===== src/rtl/line_feeder_if.sv =====
// Groups the pixel stream, template memory read port and line output bus of line_feeder.
// Pure wiring, adds no latency.
// The pixel stream is valid/ready; the template port is a fixed one-cycle read; the line output has no backpressure.
interface line_feeder_if #(
  parameter int PIXEL_SIZE      = 8,
  parameter int LINE_SIZE       = 8,
  parameter int NUM_TEMPLATES   = 4,
  parameter int TEMPLATE_HEIGHT = 8
);
  logic                                                     start;
  logic [PIXEL_SIZE-1:0]                                    pix_in;
  logic                                                     pix_valid;
  logic                                                     pix_ready;
  logic                                                     tmpl_rd_en;
  logic [$clog2(TEMPLATE_HEIGHT)-1:0]                       tmpl_rd_addr;
  logic [LINE_SIZE-1:0][NUM_TEMPLATES-1:0][PIXEL_SIZE-1:0]  tmpl_rd_data;
  logic [LINE_SIZE-1:0][PIXEL_SIZE-1:0]                     I_out_line;
  logic [LINE_SIZE-1:0][NUM_TEMPLATES-1:0][PIXEL_SIZE-1:0]  T_out_line;
  logic                                                     line_valid;
  logic                                                     last_line;
  logic                                                     busy;
  logic                                                     done;

  // Requester side: issues start, streams pixels and serves template reads.
  modport master (
    output start, pix_in, pix_valid, tmpl_rd_data,
    input  pix_ready, tmpl_rd_en, tmpl_rd_addr, I_out_line, T_out_line,
    input  line_valid, last_line, busy, done
  );

  // Feeder side.
  modport slave (
    input  start, pix_in, pix_valid, tmpl_rd_data,
    output pix_ready, tmpl_rd_en, tmpl_rd_addr, I_out_line, T_out_line,
    output line_valid, last_line, busy, done
  );
endinterface


===== src/rtl/line_feeder.sv =====
// Assembles serial pixels into image lines and pairs each with its template row for the correlator.
// The last pixel of a line accepted in cycle n gives line_valid in cycle n+3.
// pix_ready is high only while filling a line; the line output cannot be stalled.
module line_feeder #(
  parameter int PIXEL_SIZE      = 8,
  parameter int LINE_SIZE       = 8,
  parameter int NUM_TEMPLATES   = 4,
  parameter int TEMPLATE_HEIGHT = 8
) (
  input  logic          CLK,
  input  logic          RST_N,
  line_feeder_if.slave  bus
);

  localparam int COL_W = (LINE_SIZE > 1) ? $clog2(LINE_SIZE) : 1;
  localparam int ROW_W = $clog2(TEMPLATE_HEIGHT);

  typedef enum logic [2:0] {IDLE, FILL, FETCH, WAIT, ISSUE, DONE} state_t;

  state_t                               state;
  state_t                               state_nxt;
  logic [COL_W-1:0]                     col;
  logic [ROW_W-1:0]                     row;
  logic [LINE_SIZE-1:0][PIXEL_SIZE-1:0] iline;
  logic                                 last_col;
  logic                                 last_row;

  assign last_col         = (col == COL_W'(LINE_SIZE - 1));
  assign last_row         = (row == ROW_W'(TEMPLATE_HEIGHT - 1));
  assign bus.tmpl_rd_addr = row;

  // State register; reset abandons any window in progress.
  always_ff @(posedge CLK) begin
    if (!RST_N) state <= IDLE;
    else        state <= state_nxt;
  end

  // Next-state decode and the Moore-style control outputs.
  always_comb begin
    state_nxt      = state;
    bus.pix_ready  = 1'b0;
    bus.tmpl_rd_en = 1'b0;
    bus.line_valid = 1'b0;
    bus.last_line  = 1'b0;
    bus.done       = 1'b0;
    bus.busy       = (state != IDLE);
    case (state)
      IDLE:  if (bus.start) state_nxt = FILL;
      FILL: begin
        bus.pix_ready = 1'b1;
        if (bus.pix_valid && last_col) state_nxt = FETCH;
      end
      FETCH: begin
        bus.tmpl_rd_en = 1'b1;
        state_nxt      = WAIT;
      end
      WAIT:  state_nxt = ISSUE;
      ISSUE: begin
        bus.line_valid = 1'b1;
        bus.last_line  = last_row;
        state_nxt      = last_row ? DONE : FILL;
      end
      DONE: begin
        bus.done  = 1'b1;
        state_nxt = IDLE;
      end
      default: state_nxt = IDLE;
    endcase
  end

  // Counters, line assembly and the registered output lines.
  always_ff @(posedge CLK) begin
    if (!RST_N) begin
      row            <= '0;
      col            <= '0;
      iline          <= '0;
      bus.I_out_line <= '0;
      bus.T_out_line <= '0;
    end else begin
      case (state)
        IDLE: begin
          if (bus.start) begin
            row <= '0;
            col <= '0;
          end
        end
        FILL: begin
          if (bus.pix_valid) begin
            iline[col] <= bus.pix_in;
            col        <= last_col ? '0 : col + COL_W'(1);
          end
        end
        WAIT: begin
          // Template read data arrives exactly one cycle after the FETCH strobe.
          bus.I_out_line <= iline;
          bus.T_out_line <= bus.tmpl_rd_data;
        end
        ISSUE: begin
          // Row holds at its maximum on the last line; DONE brings it back to 0.
          if (!last_row) row <= row + ROW_W'(1);
        end
        DONE:    row <= '0;
        default: ;
      endcase
    end
  end

endmodule


===== src/flat_wrapper.sv =====
// flat-port wrapper written by rule: the top's interface ports become plain ports
module line_feeder_flat 
#(
  parameter int PIXEL_SIZE      = 8,
  parameter int LINE_SIZE       = 8,
  parameter int NUM_TEMPLATES   = 4,
  parameter int TEMPLATE_HEIGHT = 8
)
  (CLK, RST_N, bus_start, bus_pix_in, bus_pix_valid, bus_tmpl_rd_data, bus_pix_ready, bus_tmpl_rd_en, bus_tmpl_rd_addr, bus_I_out_line, bus_T_out_line, bus_line_valid, bus_last_line, bus_busy, bus_done);
  line_feeder_if #(.PIXEL_SIZE(PIXEL_SIZE), .LINE_SIZE(LINE_SIZE), .NUM_TEMPLATES(NUM_TEMPLATES), .TEMPLATE_HEIGHT(TEMPLATE_HEIGHT)) bus_i ();
  input  logic CLK;
  input  logic RST_N;
  input wire logic [$bits(bus_i.start)-1:0] bus_start;
  input wire logic [$bits(bus_i.pix_in)-1:0] bus_pix_in;
  input wire logic [$bits(bus_i.pix_valid)-1:0] bus_pix_valid;
  input wire logic [$bits(bus_i.tmpl_rd_data)-1:0] bus_tmpl_rd_data;
  output wire logic [$bits(bus_i.pix_ready)-1:0] bus_pix_ready;
  output wire logic [$bits(bus_i.tmpl_rd_en)-1:0] bus_tmpl_rd_en;
  output wire logic [$bits(bus_i.tmpl_rd_addr)-1:0] bus_tmpl_rd_addr;
  output wire logic [$bits(bus_i.I_out_line)-1:0] bus_I_out_line;
  output wire logic [$bits(bus_i.T_out_line)-1:0] bus_T_out_line;
  output wire logic [$bits(bus_i.line_valid)-1:0] bus_line_valid;
  output wire logic [$bits(bus_i.last_line)-1:0] bus_last_line;
  output wire logic [$bits(bus_i.busy)-1:0] bus_busy;
  output wire logic [$bits(bus_i.done)-1:0] bus_done;
  assign bus_i.start = bus_start;
  assign bus_i.pix_in = bus_pix_in;
  assign bus_i.pix_valid = bus_pix_valid;
  assign bus_i.tmpl_rd_data = bus_tmpl_rd_data;
  assign bus_pix_ready = bus_i.pix_ready;
  assign bus_tmpl_rd_en = bus_i.tmpl_rd_en;
  assign bus_tmpl_rd_addr = bus_i.tmpl_rd_addr;
  assign bus_I_out_line = bus_i.I_out_line;
  assign bus_T_out_line = bus_i.T_out_line;
  assign bus_line_valid = bus_i.line_valid;
  assign bus_last_line = bus_i.last_line;
  assign bus_busy = bus_i.busy;
  assign bus_done = bus_i.done;
  line_feeder #(.PIXEL_SIZE(PIXEL_SIZE), .LINE_SIZE(LINE_SIZE), .NUM_TEMPLATES(NUM_TEMPLATES), .TEMPLATE_HEIGHT(TEMPLATE_HEIGHT)) u_core (.CLK(CLK), .RST_N(RST_N), .bus(bus_i));
endmodule

===== config.mk =====
export PLATFORM = sky130hd
export DESIGN_NAME = line_feeder_flat
export DESIGN_NICKNAME = d
export VERILOG_FILES = /design/src/rtl/line_feeder_if.sv /design/src/rtl/line_feeder.sv /design/src/flat_wrapper.sv
export SDC_FILE = /design/constraint.sdc
export NUM_CORES = 1
export LEC_CHECK = 0
export CAP_MARGIN = 40
export CORE_AREA = 3 3 229 231
export DETAILED_ROUTE_END_ITERATION = 16
export DIE_AREA = 0 0 232 234
export GPL_TIMING_DRIVEN = 0
export PLACE_DENSITY_LB_ADDON = 0.08
export SYNTH_ARGS = -nofsm -noshare
export SYNTH_HDL_FRONTEND = slang
export SYNTH_SLANG_ARGS = --single-unit

===== constraint.sdc =====
create_clock -name CLK -period 1.35 [get_ports CLK]
set_input_delay 0.27 -clock CLK [delete_from_list [all_inputs] [get_ports CLK]]
set_output_delay 0.27 -clock CLK [all_outputs]
set_load 0.01 [all_outputs]

Word level (Yosys, flattened, before mapping)
Cells that the tools add are included.

word-level totals
  bits in registers = 393
  bits in latches = 0
  bits in writable memories = 0
  memory bits (read-only) = 0
  input port bits = 268
  output and inout bits = 329
  word-level logic and storage cells = 94
  memories kept = 0

cells by class
  $add $sub $neg = 2
  multiply operators = 0
  div/mod/pow operators = 0
  $lt $le $gt $ge = 2
  eq/ne operators = 11
  shift operators = 0
  muxes and demuxes = 18
  bitwise gates (word level) = 0
  reductions and logical operators = 10

operators by type and width
  operator               count
  $bwmux W64             1
  $demux W8 S3           1
  $mux W3                7
  $pmux W3 S5            1
  $eq A3 B3 Y1 const B   4
  $pmux W3 S3            1
  $mux W8                1
  $add A3 B1 Y3 const B  2
  $eq A3 B2 Y1 const B   2
  $ne A2 B2 Y1 const B   3
  $pmux W3 S2            1
  $reduce_and A3 Y1      2
  $reduce_bool A3 Y1     2
  $mux W1                5
  $lt A3 B4 Y1 const B   1
  $reduce_and A2 Y1      2
  $eq A3 B1 Y1 const B   1
  $ge A3 B1 Y1 const B   1
  $logic_not A3 Y1       1
  $logic_and A1 B1 Y1    2
  $ne A2 B1 Y1 const B   1
  $reduce_bool A2 Y1     1

Longest topological paths before layout
  depth in word-level cells = 5
  depth in mapped cells = 7
  depth with buffers taken out = 5

Least setup slack after synthesis
Ideal clock, no wire load.

  kind = flip-flop to output port
  from = register u_core.state[2]
  to = output port bus_last_line
  arrival time = 1.069 ns
  required time = 1.080 ns
  setup slack = 0.011 ns
  cell stages (with the launch flop) = 4
  buffers on the path = 1
  cells stage by stage = dfxtp_1 buf_2 nor3b_2 and2_1

between the ends
  cells in the longest elaborated chain, start to end = 2

ends and longest elaborated chain
  element                   RTL line            text
  start: declaration        line_feeder.sv:20   state_t state;
  start signal: assignment  line_feeder.sv:35   else state <= state_nxt;
  $eq A3 B3 Y1              line_feeder.sv:47   case (state)
  $mux W1                   line_feeder.sv:47
  end: declaration          flat_wrapper.sv:23  output wire logic [$bits(bus_i.last_line)-1:0] bus_last_line;

No other way between the ends.

Final worst setup path
  from = register u_core.state[2]
  to = output port bus_busy

between the ends
  cells in the longest elaborated chain, start to end = 1

ends and longest elaborated chain
  element             RTL line            text
  $reduce_bool A3 Y1  line_feeder.sv:46   bus.busy = (state != IDLE);
  end: declaration    flat_wrapper.sv:24  output wire logic [$bits(bus_i.busy)-1:0] bus_busy;

No other way between the ends.

==> results.json <==
{
  "grt_first_pass_wirelength_mm": 87.8,
  "ys_ff_latch": 393,
  "drtIter0Drc": 428,
  "wl_per_cell_um": 19.8,
  "portBuffers": 595,
  "violations": "negative setup slack",
  "ioPinCount": 597,
  "place_congestion": 0.840,
  "nNetsFinal": 2670,
  "start_kind": "register",
  "yosys.cell_types.count": 31,
  "crit_top_cell": "buf_6",
  "drive_gt1_share_pct": 35.3,
  "hold_violations": 0,
  "seq_area_um2": 8050,
  "cts_tree": "built",
  "synth_ff_type": "dfxtp_1",
  "fin_crit_sh_pct": 133,
  "worstMarginPinSlew_ns": 0.729,
  "num_rows": 82,
  "cp_cell_sequence": "buf_6 > or3_4 > buf_6",
  "ys_top_cells_by_area": "dfxtp_1 54%, nand2_1 19%, a21boi_1 15%, mux2i_1 4.9%, clkbuf_1 1.7%",
  "cts_buffers": 46,
  "r2r_slack_ns": -0.34,
  "crit_required_ns": 1.08,
  "finClkSkew_ns": 0.0139,
  "synth_top_cell_area_share_pct": 54.0,
  "yosys.area.top_type": "dfxtp_1",
  "fin_setup_tns_ns": -65.65,
  "synth_nets": 1946,
  "arrival_ns": 1.52,
  "maxSlewHeadroom_pct": 51.4,
  "final_cell_mix": "604 x nand2_1, 266 x clkdlybuf4s50_1, 264 x a21boi_1",
  "grt_usage_pct": 21.5,
  "finalMaxSlewViolations": 0,
  "fmax_ghz": 0.559,
  "min_from": "bus_tmpl_rd_data[52]",
  "critPathBufInv": 2,
  "routed_via_density": 4.50,
  "start_util_pct": 29.0,
  "drc": 0,
  "async_flop_share_pct": 0,
  "clock_sinks": 393,
  "whs_path_depth": 3,
  "die_area_um2": 54300,
  "drtAntennaViolNets": 0,
  "clk_latency_ns": 0.57,
  "syn_inst": 1674,
  "min_path_type": "in -> reg",
  "final_common_cell": "nand2_1",
  "critPathKind": "reg -> out",
  "die_h_um": 234,
  "status": "finished with violations",
  "routed_wirelength_mm": 61.7,
  "core-area_um2": 50300,
  "critPathMaxStageDelay_ns": 0.38,
  "vias": 14000,
  "crit_end": "bus_busy",
  "power_density_nw_per_um2": 1110,
  "cts_root_buffer": "clkbuf_16",
  "crit_fanout": 6,
  "rsz0062_at_grt": "yes",
  "finalWorstPathRequiredPeriod_ns": 1.79,
  "cts_buffer_depth": 3,
  "critical_path_depth": 3,
  "avgSynthCellArea_um2": 8.70,
  "syn_area_um2": 14600,
  "crit_start": "u_core.state[2]",
  "finalSetupViolations": 402,
  "r2r_end": "u_core.bus.T_out_line[156]",
  "maxCapViolCount": 0,
  "yosys_warnings": 0,
  "multiInputGateArea_um2": 6800,
  "p_leak_nw": 10.3,
  "clk_pin_slew_ns": 0.06,
  "fillers": 4906,
  "areaGrowthSynthToFinish_pct": 70.7,
  "h-tree-depth": 2,
  "antenna_found_initial": 8,
  "dpl.hpwl_mm": 45.6,
  "seq_area_frac_synth_pct": 54.0,
  "grt_pass1_vias": 13700,
  "r2r-start": "u_core.state[1]",
  "setup_ws_ns": -0.439,
  "end_kind": "primary output",
  "ff2ff_path_depth": 10,
  "grt_max_degree": 13,
  "peakVddDrop_mv": 0.820,
  "preCtsSetupSlack_ns": -0.810,
  "cpMaxStageDelayCell": "or3_4",
  "grt_overflow": 0,
  "critPathTopFamily": "simple AND/OR/NAND/NOR gates",
  "firstDrtPassIters": 6,
  "die_w_um": 232,
  "synth_edf_count": 0
}
## Yosys cell counts (2+ instances only)
library cell,count
a21boi_0,30
a21boi_1,291
and4b_1,2
buf_1,8
buf_2,47
buf_4,4
clkbuf_1,67
dfxtp_1,393
ha_1,4
mux2i_1,71
nand2_1,721
nand2_2,2
nand2b_1,2
nand3_1,6
nand3b_1,5
nor2_1,2
nor3b_1,3
nor4b_1,2
o211a_1,2
## per-layer routing
layer	track usage, %	part of all wire [%]	vias to the layer above
met5	0	0	-
met4	9.68	3.6	0
met3	6.29	6.8	115
met2	37.9	50	385
met1	23.9	39	6608
li1	-	-	6911
## report_power, final
part,internal [W],switching (W)
sequential,0.0118,0.000101
clock,0.00814,0.00495
combinational,0.00154,0.00108
## worst min-delay path: stages
cell and delay, ns:
clkdlybuf4s50_1 0.39, nand2_1 0.05, a21boi_1 0.05
## sequential cells by signal, summed over array words and instances (netlist names)
name	flops
u_core.bus.T_out_line	256
u_core.bus.I_out_line	64
u_core.iline	64
u_core.bus.tmpl_rd_addr	3
u_core.col	3
u_core.state	3
## kinds of logic (layout without fill, tap and decap cells)
kind of cell               Yosys count  count (layout)  synth area share [%]
adders and majority gates            4               4                 0.344
DFF                                393             393                  54.0
AOI/OAI and AO/OA                  324             324                  16.7
muxes                               71              71                  4.88
buffers and inverters              127             887                  3.78
and+or+nand+nor                    755             755                  20.3
other                                0              10                     0
## worst min-delay path by stage
stage                                             to  slack (ns)
after floorplan           u_core.bus.T_out_line[100]        0.40
after global placement      u_core.bus.I_out_line[4]        0.44
after detailed placement  u_core.bus.T_out_line[112]        0.44
after CTS                  u_core.bus.T_out_line[52]        0.20
after global routing       u_core.bus.T_out_line[63]        0.23
final                      u_core.bus.T_out_line[52]        0.24
## repair_timing
| item | CTS | global route |
|---|---|---|
| setup buffers | 40 | 24 |
| setup endpoints to repair | 720 | 705 |
| cloned | 25 | 5 |
| hold buffers | 0 | 0 |
| pin swaps | 98 | 61 |
| resized for setup | 567 | 1161 |
## per-stage QoR
stage | std cells | area [um2] | hold slack, ns | util [%] | power [W]
6_report | 3116 | 24900 | 0.239 | 49.5 | 0.0276
5_1_grt | 3114 | 24900 | 0.227 | 49.4 | 0.0286
4_1_cts | 3090 | 24900 | 0.200 | 49.6 | 0.0279
3_5_place_dp | 2941 | 21400 | 0.444 | 42.5 | 0.0143
3_3_place_gp | 2941 | 21400 | 0.439 | 42.5 | 0.0143
2_1_floorplan | 1674 | 14600 | 0.405 | - | 0.0129
## layout make-up
cell class	count	share of cell area (%)
clock buffers	76	5.90
diodes	10	0.101
repair buffers	681	26.0
plain buffers	121	4.31
flip-flops and latches	393	32.4
multi-input cells	1154	27.4
inverters	1	0.0151
clock inverters	8	0.564
well taps	672	3.38
Note: power is estimated with default switching activity, not from simulation.
